$ cat src/rtl/acc_job_scheduler.sv
`default_nettype none
// ============================================================================
// acc_job_scheduler : queues job descriptors, launches them one at a time on
// the accelerator and returns each result. Option: SCHED_WATCHDOG_EN.
// Revision: 1.0
// ============================================================================
module acc_job_scheduler #(
  parameter int QUEUE_DEPTH    = 4,
  parameter int MAX_ELEMS      = 32,
  parameter int TIMEOUT_CYCLES = 4096
) (
  input  logic        clk,
  input  logic        reset,
  input  logic        job_valid,
  output logic        job_ready,
  input  logic [63:0] job_read_base,
  input  logic [63:0] job_write_base,
  input  logic [63:0] job_num_read,
  input  logic [63:0] job_size,
  output logic        acc_start,
  output logic [63:0] acc_read_base,
  output logic [63:0] acc_write_base,
  output logic [63:0] acc_num_read,
  output logic [63:0] acc_read_size,
  input  logic        acc_done,
  input  logic [31:0] acc_returnvalue,
  output logic        acc_kill,
  output logic        res_valid,
  input  logic        res_ready,
  output logic [31:0] res_data,
  output logic [1:0]  res_status,
  output logic        busy,
  output logic [31:0] jobs_completed
);

  localparam int c_ptr_w = $clog2(QUEUE_DEPTH);
  localparam int c_cnt_w = c_ptr_w + 1;
  localparam logic [c_cnt_w-1:0] c_full = c_cnt_w'(QUEUE_DEPTH);

  typedef struct packed {
    logic [63:0] read_base;
    logic [63:0] write_base;
    logic [63:0] num_read;
    logic [63:0] size;
  } job_t;

  typedef enum logic [1:0] {
    ST_IDLE   = 2'd0,
    ST_RUN    = 2'd1,
    ST_RESULT = 2'd2
  } state_t;

  state_t               state_q, state_d;
  job_t                 fifo_q [QUEUE_DEPTH];
  job_t                 fifo_d [QUEUE_DEPTH];
  logic [c_ptr_w-1:0]   wr_ptr_q, wr_ptr_d, rd_ptr_q, rd_ptr_d;
  logic [c_cnt_w-1:0]   count_q, count_d;
  job_t                 acc_job_q, acc_job_d;
  logic                 acc_start_q, acc_start_d;
  logic                 acc_kill_q, acc_kill_d;
  logic                 res_valid_q, res_valid_d;
  logic                 idle_hold_q, idle_hold_d;
  logic [31:0]          res_data_q, res_data_d;
  logic [1:0]           res_status_q, res_status_d;
  logic [31:0]          jobs_completed_q, jobs_completed_d;
  logic                 push, pop, head_legal;
  job_t                 head;

`ifdef SCHED_WATCHDOG_EN
  logic [31:0]          wd_cnt_q, wd_cnt_d;
  logic                 wd_expire;
  assign wd_expire = (wd_cnt_q == 32'(TIMEOUT_CYCLES - 1));
`else
  logic                 unused_timeout;
  assign unused_timeout = (TIMEOUT_CYCLES != 0);
`endif

  assign job_ready  = (count_q != c_full);
  assign push       = job_valid && job_ready;
  assign head       = fifo_q[rd_ptr_q];
  assign head_legal = (head.num_read != 64'd0) && (head.num_read <= 64'(MAX_ELEMS));

  always_comb begin
    state_d          = state_q;
    fifo_d           = fifo_q;
    wr_ptr_d         = wr_ptr_q;
    rd_ptr_d         = rd_ptr_q;
    count_d          = count_q;
    acc_job_d        = acc_job_q;
    acc_start_d      = acc_start_q;
    acc_kill_d       = 1'b0;
    res_valid_d      = res_valid_q;
    res_data_d       = res_data_q;
    res_status_d     = res_status_q;
    jobs_completed_d = jobs_completed_q;
    idle_hold_d      = 1'b0;
    pop              = 1'b0;
`ifdef SCHED_WATCHDOG_EN
    wd_cnt_d         = wd_cnt_q;
`endif

    case (state_q)
      ST_IDLE: begin
        // idle_hold_q enforces one empty IDLE cycle after each retirement
        if (count_q != '0 && !idle_hold_q) begin
          pop = 1'b1;
          if (head_legal) begin
            acc_job_d   = head;
            acc_start_d = 1'b1;
            state_d     = ST_RUN;
`ifdef SCHED_WATCHDOG_EN
            wd_cnt_d    = '0;
`endif
          end else begin
            res_valid_d  = 1'b1;
            res_data_d   = '0;
            res_status_d = 2'd1;
            state_d      = ST_RESULT;
          end
        end
      end
      ST_RUN: begin
        acc_start_d = 1'b0;
        if (acc_done && !acc_start_q) begin
          res_valid_d  = 1'b1;
          res_data_d   = acc_returnvalue;
          res_status_d = 2'd0;
          state_d      = ST_RESULT;
        end
`ifdef SCHED_WATCHDOG_EN
        else if (wd_expire) begin
          acc_kill_d   = 1'b1;
          res_valid_d  = 1'b1;
          res_data_d   = '0;
          res_status_d = 2'd2;
          state_d      = ST_RESULT;
        end
        wd_cnt_d = wd_cnt_q + 32'd1;
`endif
      end
      ST_RESULT: begin
        if (res_ready) begin
          res_valid_d      = 1'b0;
          jobs_completed_d = jobs_completed_q + 32'd1;
          idle_hold_d      = 1'b1;
          state_d          = ST_IDLE;
        end
      end
      default: state_d = ST_IDLE;
    endcase

    if (push) begin
      fifo_d[wr_ptr_q] = '{job_read_base, job_write_base, job_num_read, job_size};
      wr_ptr_d         = wr_ptr_q + 1'b1;
    end
    if (pop) rd_ptr_d = rd_ptr_q + 1'b1;
    case ({push, pop})
      2'b10:   count_d = count_q + 1'b1;
      2'b01:   count_d = count_q - 1'b1;
      default: count_d = count_q;
    endcase
  end

  always_ff @(posedge clk) begin
    fifo_q <= fifo_d;
  end

  always_ff @(posedge clk) begin
    if (reset) begin
      state_q          <= ST_IDLE;
      wr_ptr_q         <= '0;
      rd_ptr_q         <= '0;
      count_q          <= '0;
      acc_job_q        <= '0;
      acc_start_q      <= 1'b0;
      acc_kill_q       <= 1'b0;
      res_valid_q      <= 1'b0;
      res_data_q       <= '0;
      res_status_q     <= '0;
      jobs_completed_q <= '0;
      idle_hold_q      <= 1'b0;
    end else begin
      state_q          <= state_d;
      wr_ptr_q         <= wr_ptr_d;
      rd_ptr_q         <= rd_ptr_d;
      count_q          <= count_d;
      acc_job_q        <= acc_job_d;
      acc_start_q      <= acc_start_d;
      acc_kill_q       <= acc_kill_d;
      res_valid_q      <= res_valid_d;
      res_data_q       <= res_data_d;
      res_status_q     <= res_status_d;
      jobs_completed_q <= jobs_completed_d;
      idle_hold_q      <= idle_hold_d;
    end
  end

`ifdef SCHED_WATCHDOG_EN
  always_ff @(posedge clk) begin
    if (reset) wd_cnt_q <= '0;
    else       wd_cnt_q <= wd_cnt_d;
  end
`endif

  assign acc_start      = acc_start_q;
  assign acc_kill       = acc_kill_q;
  assign acc_read_base  = acc_job_q.read_base;
  assign acc_write_base = acc_job_q.write_base;
  assign acc_num_read   = acc_job_q.num_read;
  assign acc_read_size  = acc_job_q.size;
  assign res_valid      = res_valid_q;
  assign res_data       = res_data_q;
  assign res_status     = res_status_q;
  assign jobs_completed = jobs_completed_q;
  assign busy           = (count_q != '0) || (state_q != ST_IDLE);

endmodule
`default_nettype wire

$ cat config.mk
export PLATFORM = sky130hd
export DESIGN_NAME = acc_job_scheduler
export DESIGN_NICKNAME = d
export VERILOG_FILES = /design/src/rtl/acc_job_scheduler.sv
export SDC_FILE = /design/constraint.sdc
export NUM_CORES = 1
export LEC_CHECK = 0
export BUFFER_PORTS_ARGS = -buffer_cell sky130_fd_sc_hd__buf_2
export CORE_MARGIN = 4
export CORE_UTILIZATION = 60
export CTS_CLUSTER_DIAMETER = 150
export CTS_CLUSTER_SIZE = 24
export DETAILED_ROUTE_END_ITERATION = 6
export PLACE_DENSITY = 0.81
export SLEW_MARGIN = 20
export SYNTH_ARGS = -nofsm -noshare
export SYNTH_HDL_FRONTEND = slang
export SYNTH_SLANG_ARGS = --single-unit
$ cat constraint.sdc
create_clock -name clk -period 21.5 [get_ports clk]
set_clock_uncertainty 0.2 [all_clocks]
set_input_delay 6.45 -clock clk [delete_from_list [all_inputs] [get_ports clk]]
set_output_delay 6.45 -clock clk [all_outputs]
set_load 0.01 [all_outputs]
After elaboration in Yosys (flattened, before gate mapping). Index checks and enable logic that the tools add are counted.

Bits in latches: 0. Bits in writable memories: 0. Input bits: 293. Bits in read-only memories: 0. Word-level logic and storage cells: 105. Memories: 0. Register bits: 1358.

Shifts and indexed selects: 0. Add/sub/neg operators: 5. Eq/ne operators: 10. Bitwise logic cells: 3. Reduce and logical (&&, ||, !) cells: 22. Multipliers: 0. Mux-type cells: 31. $lt $le $gt $ge: 4. Divide/modulo/power cells: 0.

Operators by type and width (count): bitwise mux 1024 bit (1); two-way mux 256 bit (3); binary-select mux 256 bit (select 2 bit) (1); demux 256 bit (select 2 bit) (1); two-way mux 32 bit (3); less-or-equal comparator 64 x 6 -> 1 bit (second input constant) (1); case mux 32 bit (2 select lines) (1); nonzero test 64 bit (1); adder 32 x 1 -> 32 bit (second input constant) (1); two-way mux 2 bit (7); != test 2 bit (second input constant) (5); two-way mux 1 bit (9); AND reduction 3 bit (3); greater-or-equal comparator 3 bit (second input constant) (2); NOT 2 -> 3 bit (2); case mux 2 bit (3 select lines) (1); case mux 3 bit (2 select lines) (1); nonzero test 2 bit (3); nonzero test 3 bit (2); logical AND 1 bit (5); AND reduction 5 bit (1); adder 2 x 1 -> 2 bit (second input constant) (2); equality test 2 x 1 -> 1 bit (second input constant) (2); equality test 2 bit (second input constant) (2); 14 further kinds (15).

Depth between registers and ports, before layout. Gate-level depths: netlist (run 1).

Depth after elaboration: 9. Mapped depth: 12.

Least setup slack after synthesis (run 1). No wires, ideal clock.

Path type: in2reg. Start point: in job_valid. End point: reg fifo_q[0] (netlist bit), enable pin. Stages: 1. Required time: 20648 ps. Data arrival time: 12305 ps. Path slack: 8343 ps. Buffers on the path: 0. Path through: and3_1.

Word-level cells in the longest chain between the ends: 1.

Ends and longest elaborated chain: start, declared (line 14) `input logic job_valid,`; logical AND 1 bit (line 79) `assign push = job_valid && job_ready;`; end signal, assigned (line 165) `fifo_q <= fifo_d;`; end, declared (line 54) `job_t fifo_q [QUEUE_DEPTH];`.

Every way passes these cells. A chain may end at the register's enable or synchronous reset.

==> impl_metrics.yaml, run 1 <==
clocking:
  clock_sinks: 1357
  post-cts-setup-buffers: 0
  cts_buffer_depth: 3
  holdBufCountCts: 0
  htreeDepth: 3
  cts_made_buffers: 66
  clock_latency_ps: 620
  cts_tree: "yes"
  clock-root-buffer: "clkbuf_16"
  cts_resized: 0
  path_clk_slew_ps: 90
critical_path:
  path_max_fanout: 126
  end_kind: "register"
  startpoint_type: "input pin"
  cp_data_arrival_time_ps: 9110
  required_ps: 21790
  crit_type: "in2reg"
floorplanning:
  start_util_pct: 60.48
  io_pins: 620
  fp.dieArea_sq_um: 84200
  die_x_um: 290.2
  core_area_sq_um: 79000
  die_h_um: 290.2
  rows: 103
global_route:
  grt_pass1_wl_um: 153700
  grtUsageTotal_pct: 23.77
  grt_pass1_vias: 25183
  antenna_found_initial: 43
  grt-ovfl-total: 0
  grt_start_max_net_pins: 169
place:
  gp_congestion: 0.8299
  hpwl_um: 65220
  port_buffers: 617
  place_area_sq_um: 51900
layout:
  layout.nets: 3415
  fillers: 4988
  drive_gt1_share_pct: 29.34
  stdcell_area_sq_um: 53900
  area_growth_pct: 12.82
timing:
  tns_ps: 0
  max_freq_mhz: 113.4
  final.min_clock_period_ps: 8816
  min_period_over_period_pct: 41.01
  setup_viol: 0
  rsz0062_at_grt: "false"
  max_slew_margin_pct: 17.80
  slew_violations: 0
  final-hold-violation-count: 0
  tightest_slew_ps: 1233
power:
  p_leak_nw: 18.47
  peakVddDrop_uv: 80.81
  finalPower_w: 0.005264
  p_per_area_nw_per_um2: 97.66
worst_hold_path:
  hp-class: "reg2reg"
routing:
  vias: 24430
  wl_um: 101600
  first_iter_violations: 1955
  vias_per_cell: 5.752
  wl_per_cell_um: 23.92
  drt_drc_violations_left: 0
  dr.pass1.iters: 5
  ant_nets: 0
synth:
  syn_avg_cell_area_sq_um: 18.95
  synth_seq_cells: 1357
  async_reset_ff_share_pct: 0
  yosys_warnings: 0
  synth_ff_type: "edfxtp_1"
  synth_edf_count: 1024
  syn_inst: 2521
  ys_types: 45
  yosysSeqAreaShare_pct: 78.32
  syn_area_sq_um: 47780
outcome:
  outcome: "finished clean"
flow_run:
  max_cap_violations: 0
==> cells in the mapped netlist, types with 2 or more instances <==
cell | n | area [sq um]
edfxtp_1 | 1024 | 30750
dfxtp_1 | 333 | 6666
nor2_1 | 254 | 953.4
mux4_2 | 200 | 4504
mux2i_1 | 198 | 1982
clkbuf_1 | 89 | 334.1
nand2_1 | 61 | 229.0
and2_1 | 60 | 375.4
nor4_1 | 48 | 300.3
a21oi_1 | 43 | 215.2
o21ai_0 | 38 | 190.2
xor2_1 | 25 | 219.0
nand3_1 | 23 | 115.1
buf_6 | 14 | 157.7
or4_1 | 13 | 97.59
nor3_1 | 11 | 55.05
and3_1 | 10 | 62.56
buf_4 | 10 | 75.07
nand4_1 | 10 | 62.56
inv_1 | 7 | 26.28
xnor2_1 | 7 | 61.31
ha_1 | 6 | 75.07
or3_1 | 5 | 31.28
buf_2 | 4 | 20.02
nor2b_1 | 4 | 25.02
nand2b_1 | 3 | 18.77
nand3b_1 | 2 | 15.01
o22ai_1 | 2 | 12.51
==> where the power goes <==
part | total [W] | switching [W] | internal (W) | leakage [nW]
Clock | 0.00136 | 0.000759 | 0.000598 | 0.903
Sequential | 0.00311 | 0.0000724 | 0.00303 | 12.1
Combinational | 0.000801 | 0.000423 | 0.000378 | 5.49
==> metrics by stage <==
step                setup slack [ps]  instances  hold WS (ps)  utilization (%)
floorplan                       8343       2522         269.2                -
global placement               12030       4096         236.6            65.70
detailed placement             12020       4096         238.0            65.70
CTS                            12700       4215         262.3            68.10
global route                   12490       4238         278.6            68.20
finish                         12680       4247         259.3            68.23
==> routing by layer <==
metal	part of all wire [%]	GRT usage, %
met1	39	31.42
met2	51	39.78
met3	7.0	4.944
met4	3.2	8.600
met5	0.17	0
==> critical path, stage by stage <==
cell and delay, ps:
buf_8 580, buf_4 820, buf_4 800, nor2_1 140, nand3_1 150, o21ai_0 80
==> state kept, by name, summed over array words and instances, names as in the netlist <==
register and cells:
acc_read_size 64, acc_start 1, acc_num_read 64, rd_ptr_q 2, state_q 2, acc_write_base 64, jobs_completed 32, res_data 32
res_valid 1, fifo_q 1024, count_q 3, wr_ptr_q 2, idle_hold_q 1, res_status 1, acc_read_base 64
==> logic make-up (layout without fill, tap and decap cells) <==
kind of cell    Yosys count  count (layout)  synth area share (%)
other cells               1              33              0.007849
buf+inv                 125             769                 1.291
mux                     398             398                 13.58
xor+xnor                 32              32                0.5866
fa+ha+maj                 7               7                0.1990
compound gates           91              91                 1.011
flops                  1357            1357                 78.32
simple gates            510             510                 5.013
==> layout by cell type (no fill, tap or decap), types with 38 or more instances in the layout <==
cell	instances
nand2_1	61
buf_2	616
o21ai_0	38
dfxtp_1	331
nor2_1	252
mux2i_1	198
clkbuf_16	67
a21oi_1	43
edfxtp_1	1024
mux4_2	200
clkbuf_1	48
and2_1	60
nor4_1	46
==> worst paths after layout <==
path         cells after the start                            end  slack, ps                           from
min reg2reg                      1  acc_num_read[21]$_SDFFE_PP0P_        260  acc_num_read[21]$_SDFFE_PP0P_
max                              6        state_q[0]$_SDFFE_PP0P_      12680                          reset
max reg2reg                     11  acc_num_read[53]$_SDFFE_PP0P_      16100       rd_ptr_q[1]$_SDFFE_PP0P_
min                              1  acc_num_read[21]$_SDFFE_PP0P_        260  acc_num_read[21]$_SDFFE_PP0P_
==> area by class of cell <==
class / count / area, sq um / share of cell area, %
timing repair buffer: 643 / 3356 / 6.226
sequential: 1357 / 37420 / 69.43
antenna: 31 / 77.57 / 0.1439
clock inverter: 4 / 42.54 / 0.07892
inverter: 7 / 26.28 / 0.04875
multi-input combinational: 1040 / 9806 / 18.19
tap: 1050 / 1314 / 2.437
clock buffer: 115 / 1857 / 3.445
(Power assumes the default switching activity.)
==> run 2: changes to the inputs <==
--- a/config.mk
+++ b/config.mk
@@ -7,11 +7,11 @@
 export LEC_CHECK = 0
 export BUFFER_PORTS_ARGS = -buffer_cell sky130_fd_sc_hd__buf_2
 export CORE_MARGIN = 4
-export CORE_UTILIZATION = 60
+export CORE_UTILIZATION = 57
 export CTS_CLUSTER_DIAMETER = 150
 export CTS_CLUSTER_SIZE = 24
 export DETAILED_ROUTE_END_ITERATION = 6
-export PLACE_DENSITY = 0.81
+export PLACE_DENSITY = 0.78
 export SLEW_MARGIN = 20
 export SYNTH_ARGS = -nofsm -noshare
 export SYNTH_HDL_FRONTEND = slang
==> constraint.sdc (replaced) <==
create_clock -name clk -period 8.86 [get_ports clk]
set_clock_uncertainty 0.2 [all_clocks]
set_input_delay 2.658 -clock clk [delete_from_list [all_inputs] [get_ports clk]]
set_output_delay 2.658 -clock clk [all_outputs]
set_load 0.01 [all_outputs]
==> impl_metrics.yaml, run 2 (same netlist as run 1, synthesis figures left out) <==
outcome:
  outcome: "finished clean"
layout:
  layout.nets: 3412
  largest_register: "fifo_q"
  multiInputGateArea_sq_um: 9806
  final_common_cell: "edfxtp_1"
  largest_reg_flops: 1024
  fillers: 5438
  stdcell_area_sq_um: 53990
  area_growth_pct: 13.01
  layout.area.seq_sq_um: 37420
  drive_gt1_share_pct: 29.36
  final_cell_mix: "edfxtp_1 (1024), buf_2 (616), dfxtp_1 (331)"
  instances_no_fill: 4257
global_route:
  antenna_found_initial: 39
  grt-ovfl-total: 0
  grtUsageTotal_pct: 22.72
  grt_pass1_vias: 25251
  grt_start_max_net_pins: 173
  grt_pass1_wl_um: 154200
flow_run:
  max_cap_violations: 0
worst_hold_path:
  hp-class: "reg2reg"
  holdPathStages: 1
  hold_path_startpoint: "acc_num_read[54]$_SDFFE_PP0P_"
  hold_end: "acc_num_read[54]$_SDFFE_PP0P_"
routing:
  wl_per_cell_um: 24.04
  drt_drc_violations_left: 0
  wl_um: 102300
  ant_nets: 0
  first_iter_violations: 2023
  vias_per_cell: 5.768
  vias: 24554
  dr.pass1.iters: 5
critical_path:
  r2r_end: "acc_num_read[47]$_SDFFE_PP0P_"
  cpLargestDelayFamily: "simple AND/OR/NAND/NOR gates"
  required_ps: 9190
  slowest_delay_ps: 880
  reg2reg_depth: 10
  startpoint_type: "register"
  cp_data_arrival_time_ps: 5290
  path_max_fanout: 106
  crit_chain: "buf_12 -> nand2_1 -> or4_1 -> o22ai_1 -> o21ai_1 -> nor4_2 -> buf_12 -> nor2_2 -> buf_4 -> and2_1"
  crit_buf_inv: 3
  cp_slowest_cell: "dfxtp_4"
  crit_top_cell: "buf_12"
  end_kind: "register"
  rrSetupSlack_ps: 3890
  reg2reg_from: "rd_ptr_q[0]$_SDFFE_PP0P_"
  crit_type: "reg2reg"
timing:
  finalWorstSetupSlack_ps: 3895
  final.min_clock_period_ps: 4965
  tightest_slew_ps: 1277
  max_freq_mhz: 201.4
  slew_violations: 0
  max_slew_margin_pct: 14.84
  setup_viol: 0
  rsz0062_at_grt: "false"
  tns_ps: 0
  min_period_over_period_pct: 56.04
  final-hold-violation-count: 0
clocking:
  clock-root-buffer: "clkbuf_16"
  cts_made_buffers: 66
  cts_tree: "yes"
  post-cts-setup-buffers: 0
  clock_sinks: 1357
  holdBufCountCts: 0
  path_clk_slew_ps: 90
  cts_buffer_depth: 3
  htreeDepth: 3
  clock_latency_ps: 640
  cts_resized: 0
floorplanning:
  core_area_sq_um: 82640
  io_pins: 620
  fp.dieArea_sq_um: 88510
  start_util_pct: 57.82
  die_x_um: 297.5
  rows: 105
  die_h_um: 297.5
power:
  p_leak_nw: 18.50
  finalPower_w: 0.01283
  peakVddDrop_uv: 212.6
  p_per_area_nw_per_um2: 237.5
place:
  dp_cells: 4114
  hpwl_um: 63760
  gp_congestion: 0.8043
  place_area_sq_um: 51980
  dp_slack_ps: 3587
  port_buffers: 617
==> run 2: changes by cell type in the layout (fill, tap and decap cells not counted), sizes merged <==
cell    before  now
buf        643  640
clkbuf     115  112
clkinv       1    2
diode       31   23
inv         10   13
==> run 2: worst max-delay path by stage <==
stage,from,to,cells after the start
finish,rd_ptr_q[0]$_SDFFE_PP0P_,acc_num_read[47]$_SDFFE_PP0P_,10
floorplan,job_valid,fifo_q[0]$_DFFE_PP_,1
detailed placement,res_ready,jobs_completed[31]$_SDFFE_PP0P_,7
global route,rd_ptr_q[0]$_SDFFE_PP0P_,acc_num_read[29]$_SDFFE_PP0P_,10
CTS,rd_ptr_q[0]$_SDFFE_PP0P_,acc_num_read[47]$_SDFFE_PP0P_,10
global placement,res_ready,jobs_completed[31]$_SDFFE_PP0P_,7
==> run 2: where the power goes <==
| group | switching, W | internal, W | leakage (nW) | total, W |
|---|---|---|---|---|
| combinational | 0.00102 | 0.000917 | 5.49 | 0.00194 |
| clock | 0.00189 | 0.00145 | 0.929 | 0.00334 |
| sequential | 0.000183 | 0.00736 | 12.1 | 0.00754 |
==> run 2: area by class of cell <==
type	count	share of cell area, %
Antenna cell	23	0.1066
Clock buffer	112	3.379
Clock inverter	8	0.2456
Inverter	7	0.04867
Multi-Input combinational cell	1040	18.16
Sequential cell	1357	69.31
Tap cell	1070	2.480
Timing Repair Buffer	640	6.266
==> run 2: routing by layer <==
| metal | track usage [%] | vias to the layer above | routed length (um) |
|---|---|---|---|
| li1 | - | 10921 | - |
| met2 | 38.35 | 876 | 52150 |
| met3 | 6.160 | 184 | 8197 |
| met4 | 8.608 | 24 | 3531 |
| met5 | 0 | - | 141 |
| met1 | 28.41 | 12549 | 38300 |
==> run 2: metrics by stage <==
stage / utilization, % / hold WS [ps]
6_report: 65.34 / 262.1
3_3_place_gp: 62.88 / 240.7
3_5_place_dp: 62.90 / 238.9
5_1_grt: 65.31 / 276.9
2_1_floorplan: - / 269.2
4_1_cts: 65.27 / 264.3
